### src/rtl/alu_pkg.sv
// alu_pkg: opcodes, legality check, FSM encoding and entry layout shared by the ALU driver
package alu_pkg;
  localparam logic [3:0] OP_AND = 4'b0000;
  localparam logic [3:0] OP_OR  = 4'b0001;
  localparam logic [3:0] OP_ADD = 4'b0010;
  localparam logic [3:0] OP_SUB = 4'b0110;
  localparam logic [3:0] OP_NOR = 4'b1100;
  localparam logic [3:0] OP_SLT = 4'b0111;
  localparam int CMD_W = 68;
  typedef enum logic [1:0] {ST_IDLE, ST_WAIT, ST_DONE} state_t;
  function automatic logic is_legal_op(input logic [3:0] op);
    return op inside {OP_AND, OP_OR, OP_ADD, OP_SUB, OP_NOR, OP_SLT};
  endfunction
endpackage

### src/rtl/alu_cmd_fifo.sv
// alu_cmd_fifo: synchronous first-word-fall-through command FIFO
// ports: clk, rst, push/din write side, pop/dout read side (dout valid while !empty), full, empty
module alu_cmd_fifo import alu_pkg::*; #(
  parameter int DEPTH = 4,
  parameter int W = CMD_W
) (
  input  logic         clk,
  input  logic         rst,
  input  logic         push,
  input  logic [W-1:0] din,
  input  logic         pop,
  output logic [W-1:0] dout,
  output logic         full,
  output logic         empty
);
  localparam int AW = $clog2(DEPTH);
  logic [W-1:0] mem [DEPTH];
  logic [AW-1:0] wp, rp;
  logic [AW:0] cnt;
  assign full = cnt == (AW+1)'(DEPTH);
  assign empty = cnt == '0;
  assign dout = mem[rp];
  always_ff @(posedge clk)
    if (push) mem[wp] <= din;
  always_ff @(posedge clk) begin
    if (rst) begin
      wp <= '0;
      rp <= '0;
      cnt <= '0;
    end else begin
      if (push) wp <= wp + AW'(1);
      if (pop) rp <= rp + AW'(1);
      cnt <= cnt + (AW+1)'(push) - (AW+1)'(pop);
    end
  end
endmodule

### src/rtl/alu_driver.sv
// alu_driver: queues ALU commands, issues them one at a time to a registered ALU and returns tagged results
// ports: in_* command valid/ready, out_* tagged result valid/ready, alu_* ALU connection, busy, done_cnt
module alu_driver import alu_pkg::*; #(
  parameter int FIFO_DEPTH = 4,
  parameter int ALU_LAT = 1,
  parameter int TAG_W = 8
) (
  input  logic             clk,
  input  logic             rst,
  input  logic             in_valid,
  output logic             in_ready,
  input  logic [31:0]      in_src1,
  input  logic [31:0]      in_src2,
  input  logic [3:0]       in_op,
  output logic             out_valid,
  input  logic             out_ready,
  output logic [31:0]      out_result,
  output logic             out_zero,
  output logic             out_cout,
  output logic             out_ovf,
  output logic             out_err,
  output logic [TAG_W-1:0] out_tag,
  output logic             alu_rst_n,
  output logic [31:0]      alu_src1,
  output logic [31:0]      alu_src2,
  output logic [3:0]       alu_ctrl,
  input  logic [31:0]      alu_result,
  input  logic             alu_zero,
  input  logic             alu_cout,
  input  logic             alu_ovf,
  output logic             busy,
  output logic [15:0]      done_cnt
);
  state_t state;
  logic [2:0] cnt;
  logic [TAG_W-1:0] tag_cnt;
  logic [CMD_W-1:0] head;
  logic full, empty, push, pop, hs;
  logic [3:0] head_op;
  assign in_ready = !full && !rst;
  assign push = in_valid && in_ready;
  assign hs = out_valid && out_ready;
  // a new command leaves the FIFO either from IDLE or on the edge that retires the previous result
  assign pop = !rst && !empty && (state == ST_IDLE || (state == ST_DONE && hs));
  assign head_op = head[67:64];
  assign busy = state != ST_IDLE || !empty;
  alu_cmd_fifo #(.DEPTH(FIFO_DEPTH), .W(CMD_W)) u_fifo (
    .clk(clk),
    .rst(rst),
    .push(push),
    .din({in_op, in_src2, in_src1}),
    .pop(pop),
    .dout(head),
    .full(full),
    .empty(empty)
  );
  always_ff @(posedge clk) begin
    if (rst) begin
      state <= ST_IDLE;
      cnt <= '0;
      tag_cnt <= '0;
      done_cnt <= '0;
      alu_rst_n <= 1'b0;
      alu_src1 <= '0;
      alu_src2 <= '0;
      alu_ctrl <= '0;
      out_valid <= 1'b0;
      out_result <= '0;
      out_zero <= 1'b0;
      out_cout <= 1'b0;
      out_ovf <= 1'b0;
      out_err <= 1'b0;
      out_tag <= '0;
    end else begin
      alu_rst_n <= 1'b1;
      if (hs) done_cnt <= done_cnt + 16'd1;
      if (pop) begin
        tag_cnt <= tag_cnt + TAG_W'(1);
        out_tag <= tag_cnt;
        if (is_legal_op(head_op)) begin
          alu_src1 <= head[31:0];
          alu_src2 <= head[63:32];
          alu_ctrl <= head_op;
          cnt <= '0;
          out_valid <= 1'b0;
          out_err <= 1'b0;
          state <= ST_WAIT;
        end else begin
          // illegal opcodes never reach the ALU; its inputs keep the previous command
          out_result <= '0;
          out_zero <= 1'b0;
          out_cout <= 1'b0;
          out_ovf <= 1'b0;
          out_err <= 1'b1;
          out_valid <= 1'b1;
          state <= ST_DONE;
        end
      end else if (state == ST_WAIT) begin
        if (cnt == 3'(ALU_LAT)) begin
          out_result <= alu_result;
          out_zero <= alu_zero;
          out_cout <= alu_cout;
          out_ovf <= alu_ovf;
          out_err <= 1'b0;
          out_valid <= 1'b1;
          state <= ST_DONE;
        end else cnt <= cnt + 3'd1;
      end else if (hs) begin
        out_valid <= 1'b0;
        state <= ST_IDLE;
      end
    end
  end
endmodule

### config.mk
export PLATFORM = sky130hd
export DESIGN_NAME = alu_driver
export DESIGN_NICKNAME = d
export VERILOG_FILES = /design/src/rtl/alu_pkg.sv /design/src/rtl/alu_cmd_fifo.sv /design/src/rtl/alu_driver.sv
export SDC_FILE = /design/constraint.sdc
export NUM_CORES = 1
export LEC_CHECK = 0
export BUFFER_PORTS_ARGS = -buffer_cell sky130_fd_sc_hd__buf_2
export CORE_MARGIN = 2
export CORE_UTILIZATION = 55
export CTS_BUF_LIST = sky130_fd_sc_hd__clkbuf_2
export DETAILED_ROUTE_END_ITERATION = 8
export GPL_TIMING_DRIVEN = 0
export PLACE_DENSITY = 0.78
export SYNTH_ARGS = -nofsm -noshare
export SYNTH_HDL_FRONTEND = slang
export SYNTH_SLANG_ARGS = --single-unit
### constraint.sdc
create_clock -name clk -period 3.9 [get_ports clk]
set_input_delay 0.585 -clock clk [delete_from_list [all_inputs] [get_ports clk]]
set_output_delay 0.585 -clock clk [all_outputs]
set_load 0.1 [all_outputs]
==> results of run 1 <==
worst max-delay path, stage by stage, from the launching register on:
cell and delay (ns):
dfxtp_1 0.40, nor2b_1 0.22, nor3_1 0.63, clkbuf_1 0.65, clkbuf_1 0.49, nand3_1 0.22, a21oi_1 0.20
per-layer routing:
| metal | track usage [%] | vias up |
|---|---|---|
| li1 | - | 4768 |
| met1 | 30.72 | 5072 |
| met2 | 41.00 | 456 |
| met3 | 6.489 | 90 |
| met4 | 10.41 | 2 |
| met5 | 0 | - |
through the flow:
step / util, % / cells / setup slack (ns) / power (W)
2_1_floorplan: - / 989 / 0.1536 / 0.009402
3_3_place_gp: 61.78 / 1605 / 0.5802 / 0.01053
3_5_place_dp: 62.17 / 1609 / 0.5488 / 0.01063
4_1_cts: 69.24 / 1897 / 0.9207 / 0.01347
5_1_grt: 69.26 / 1899 / 0.7838 / 0.01411
6_report: 69.26 / 1899 / 1.014 / 0.01344
cell type report:
class | instances | area [um^2] | share of cell area, %
plain buffers | 68 | 287.8 | 1.496
repair buffers | 346 | 2327 | 12.10
clock inverters | 39 | 196.4 | 1.021
flip-flops and latches | 423 | 11190 | 58.16
inverters | 10 | 37.54 | 0.1951
multi-input cells | 488 | 3998 | 20.78
well taps | 378 | 473.0 | 2.458
clock buffers | 145 | 725.7 | 3.772
diodes | 2 | 5.005 | 0.02601
Yosys cell counts, types with 4 or more instances:
library cell	instances
ha_1	10
xnor2_1	11
buf_1	10
buf_2	5
mux4_2	68
nand3_1	74
and3_1	7
edfxtp_1	272
a21oi_1	84
o21ai_0	68
xor2_1	15
nand2_1	40
nand4_1	5
nor3_1	5
nor2b_1	4
a22o_1	35
clkbuf_1	49
dfxtp_1	151
inv_1	10
nor2_1	35
worst min-delay path by stage:
stage | cells after the start | end | slack, ns | start
4_1_cts | 2 | u_fifo.mem[1][23] | 0.16 | in_valid
5_1_grt | 2 | u_fifo.mem[1][1] | 0.15 | in_valid
3_3_place_gp | 2 | out_tag[7] | 0.44 | out_tag[7]
2_1_floorplan | 2 | out_tag[7] | 0.44 | tag_cnt[7]
3_5_place_dp | 2 | out_tag[7] | 0.45 | out_tag[7]
6_report | 2 | u_fifo.mem[1][23] | 0.23 | in_valid
kinds of logic after synthesis:
| kind of cell | after synthesis | synth area share (%) |
|---|---|---|
| flip-flops | 423 | 72.23 |
| buffers and inverters | 78 | 2.100 |
| adder cells (fa/ha/maj) | 11 | 0.9368 |
| AND/OR/NAND/NOR | 185 | 5.718 |
| XOR/XNOR | 26 | 1.470 |
| AO/OA/AOI/OAI | 195 | 7.462 |
| multiplexers | 71 | 10.09 |
flip-flops by register name, indices dropped and copies added, names as in the netlist, 4 cells and up, named ones only:
| signal | cells |
|---|---|
| alu_ctrl | 4 |
| alu_src1 | 32 |
| alu_src2 | 32 |
| done_cnt | 16 |
| out_result | 32 |
| out_tag | 8 |
| tag_cnt | 8 |
| u_fifo.mem | 272 |
power by group through the flow:
stage / sequential (W) / clock (W) / combinational, W
floorplan: 0.00723 / 0 / 0.00217
global placement: 0.00551 / 0 / 0.00502
detailed placement: 0.00552 / 0 / 0.00511
CTS: 0.00542 / 0.00285 / 0.00520
global route: 0.00547 / 0.00312 / 0.00552
finish: 0.00543 / 0.00280 / 0.00522
timing repair:
item                                    4_1_cts  5_1_grt
hold buffers                                104        0
endpoints found under the setup margin        0        0
hold endpoints to repair                    308        0
==> impl_metrics.yaml, run 1 <==
synth:
  synthCells: 989
  synth_area_mm2: 0.01549
  ys_seq_elements: 423
  async_reset_ff_share_pct: 0
  syn_nets: 1107
  ys_warn_count: 0
  synth_top_area_cell: "edfxtp_1"
  yosys.area.top_type_share_pct: 52.72
  avgSynthCellArea_um2: 15.67
  seq_area_frac_synth_pct: 72.23
  synthTopCellsByArea: "edfxtp_1 (53%), dfxtp_1 (20%), mux4_2 (9.9%)"
  ys.flop_type: "edfxtp_1"
  synth-edff-count: 272
  synthDistinctLibCells: 39
detailed_routing:
  firstDrtPassIters: 5
  route.vias.total: 10388
  ant_nets: 0
  viasPerCell: 5.470
  wl_um: 36580
  wl_per_cell_um: 19.26
  met1Wirelength_um: 14660
  wl_met3_um: 2969
  drt-initial-drc-count: 744
  drc_errors: 0
  met2WireLength_um: 17890
  top_layer_used: "met5"
power:
  p_sw_w: 0.005877
  leakagePower_nw: 7.160
  p_sw_share_pct: 43.72
  power.share.clock_pct: 20.8
  comb_power_share_pct: 38.8
  ir_drop_mv: 0.5140
  powerDensity_mw_per_mm2: 698.6
  p_int_w: 0.007565
  power_frac_seq_pct: 40.4
cells_and_area:
  layout_commonest_cell: "edfxtp_1"
  n_fill_cell: 1953
  syn_to_final_growth_pct: 24.19
  final_nets: 1554
  drive_above_1_share_pct: 31.60
  final_cell_mix: "edfxtp_1 (272), buf_2 (243), dfxtp_1 (151)"
  fin_area_mm2: 0.01924
global_routing:
  grt_pass1_vias: 10544
  grt.total_usage_pct: 24.62
  overflow: 0
  grt_first_pass_wirelength_um: 55000
  grt_max_degree: 57
  antenna_found_initial: 3
timing:
  finalCritPeriodShare_pct: 74.00
  rsz0062_at_grt: "false"
  period_needed_ns: 2.886
  slew_viol_final: 0
  slew_headroom_pct: 38.66
  finalSetupViolations: 0
  hold_slack_ns: 0.2267
  skew_ns: 0.06385
  tightest_slew_ns: 0.9118
  max_freq_mhz: 346.5
  setup_tns_ns: 0
  hold_viol: 0
worst_setup_path:
  worstSetupEndpoint: "alu_src1[3]"
  cp-startpoint: "out_valid"
  cp.required_ns: 4.72
  worstSetupStartpointType: "register"
  worstReg2RegEnd: "alu_src1[3]"
  rr_startpoint: "out_valid"
  worstPathArrival_ns: 3.70
  worst-path-max-fanout: 10
  r2r_slack_ns: 1.01
  reg2reg_depth: 6
  crit_type: "reg2reg"
  endpoint_kind: "register"
floorplan:
  initial_core_util_pct: 55.77
  io_pins: 239
  die_y_um: 171.8
  die_area_mm2: 0.02953
  die_x_um: 171.8
  core-area_mm2: 0.02778
  rows: 61
run_status:
  status: "complete, no violations"
clock_tree:
  cts_setup_buffers: 0
  clockRootBuffer: "clkbuf_2"
  clockBufferDepth: 3
  cts_tree: "yes"
  clk_latency_ns: 0.93
  numCtsBuffers: 99
  h-tree-depth: 3
  cts.sinks: 423
  post_cts_resized: 0
  clk_pin_slew_ns: 0.11
hold_path:
  hold_path.class: "in2reg"
place:
  hpwl_um: 22760
  gp_congestion: 0.7924
  numPortBuffers: 238
  place_area_mm2: 0.01727
run:
  drv_cap: 0
Note: power is estimated with default switching activity, not from simulation.
==> run 2: changes to the inputs <==
- clock period: 3.9 -> 2.92 ns (I/O delays scaled with it)
==> impl_metrics.yaml, run 2 (synthesis gave the netlist of run 1 again) <==
cells_and_area:
  final_cell_mix: "edfxtp_1 (272), buf_2 (243), clkbuf_2 (161)"
  top_register: "u_fifo.mem"
  seq_area_mm2: 0.01119
  fin_cells: 1902
  final_nets: 1555
  fin_area_mm2: 0.01932
  syn_to_final_growth_pct: 24.67
  fin_util_pct: 69.53
  multi_input_area_mm2: 0.004013
  layout_commonest_cell: "edfxtp_1"
  largest_register_ffs: 272
  n_fill_cell: 1934
  drive_above_1_share_pct: 33.07
clock_tree:
  h-tree-depth: 3
  cts_tree: "yes"
  clk_latency_ns: 0.90
  cts.sinks: 423
  clockBufferDepth: 3
  clockRootBuffer: "clkbuf_2"
  cts_setup_buffers: 0
  numCtsBuffers: 100
  clk_pin_slew_ns: 0.12
worst_setup_path:
  reg2reg_depth: 7
  worstReg2RegEnd: "alu_src2[27]"
  cp.required_ns: 3.70
  worstSetupStartpointType: "register"
  worst-path-max-fanout: 10
  crit_family: "compound AO/OA/AOI/OAI gates"
  worst-path-buf-inv: 2
  slowest_stage: "mux4_2"
  r2r_slack_ns: 0.18
  crit_type: "reg2reg"
  worstPathArrival_ns: 3.52
  endpoint_kind: "register"
  slowest_delay_ns: 0.59
  worstPathCellList: "buf_2, mux4_2, nand3b_1, a31oi_4, clkbuf_1, o21ai_0, a21oi_1"
floorplan:
  rows: 61
  initial_core_util_pct: 55.77
  die_area_mm2: 0.02953
  die_x_um: 171.8
  die_y_um: 171.8
  io_pins: 239
  core-area_mm2: 0.02778
detailed_routing:
  wl_per_cell_um: 19.06
  drt-initial-drc-count: 812
  viasPerCell: 5.436
  firstDrtPassIters: 5
  ant_nets: 0
  wl_um: 36250
  drc_errors: 0
  route.vias.total: 10339
hold_path:
  hold_path.class: "in2reg"
  min_to: "u_fifo.mem[2][25]"
  holdPathStages: 2
  min_from: "in_valid"
timing:
  rsz0062_at_grt: "false"
  tightest_slew_ns: 0.8634
  slew_viol_final: 0
  hold_viol: 0
  max_freq_mhz: 364.5
  finalSetupViolations: 0
  skew_ns: 0.07166
  period_needed_ns: 2.743
  slew_headroom_pct: 42.44
  setup_tns_ns: 0
  finalCritPeriodShare_pct: 93.95
global_routing:
  overflow: 0
  grt_pass1_vias: 10694
  antenna_found_initial: 3
  grt_first_pass_wirelength_um: 54610
  grt.total_usage_pct: 24.38
  grt_max_degree: 56
power:
  ir_drop_mv: 0.7492
  leakagePower_nw: 7.236
  p_total_w: 0.01811
  powerDensity_mw_per_mm2: 937.6
place:
  numPortBuffers: 238
  hpwl_um: 22000
  dp_cells: 1609
  gp_congestion: 0.7912
  place_area_mm2: 0.01729
run_status:
  status: "complete, no violations"
run:
  drv_cap: 0
==> run 2: cell types whose count changed in the layout (fill, tap and decap cells not counted), moves of 2 or more <==
cell	previous run	this run
clkbuf_1	49	46
clkinv_2	1	7
inv_6	2	0
buf_16	2	4
clkbuf_2	145	161
clkinv_1	32	17
buf_12	2	0
==> run 2: cell type report <==
| class | instances | area share [%] |
|---|---|---|
| multi-input combinational | 488 | 20.77 |
| inverter | 10 | 0.1943 |
| antenna | 3 | 0.03887 |
| sequential | 423 | 57.93 |
| clock inverter | 28 | 0.8809 |
| buffer | 68 | 1.509 |
| timing repair buffer | 346 | 12.13 |
| clock buffer | 158 | 4.094 |
| tap | 378 | 2.449 |
==> run 2: how the worst max path moves through the flow <==
stage	endpoint	slack, ns	depth (start not counted)
6_report	alu_src2[27]	0.18	7
5_1_grt	alu_src1[27]	0.03	7
4_1_cts	alu_src1[13]	0.01	6
3_5_place_dp	u_fifo.cnt[2]	-0.22	11
3_3_place_gp	u_fifo.cnt[2]	-0.18	11
2_1_floorplan	u_fifo.mem[0][0]	0.03	3
==> run 2: what timing repair did <==
item,CTS,global route
hold buffers,104,0
setup endpoints to repair,0,28
gates resized for setup,0,8
endpoints found under the hold margin,311,0
==> run 2: per-stage QoR <==
step | hold WS, ns | setup WS [ns]
2_1_floorplan | 0.4437 | 0.03451
3_3_place_gp | 0.4439 | -0.1809
3_5_place_dp | 0.4440 | -0.2225
4_1_cts | 0.03421 | 0.01306
5_1_grt | 0.02228 | 0.02627
6_report | 0.1085 | 0.1767
==> run 2: power breakdown <==
group          internal (W)  total (W)  switching [W]
registers           0.00695    0.00725       0.000301
clock network       0.00161    0.00387        0.00226
logic               0.00173    0.00699        0.00526
==> run 2: routing by layer <==
metal  vias to the layer above  part of all wire, %  track usage, %
met5                         -                    0               0
met4                         0                  2.1           8.696
met2                       445                   51           42.85
met3                        63                  7.2           5.752
li1                       4778                    -               -
met1                      5053                   39           29.54
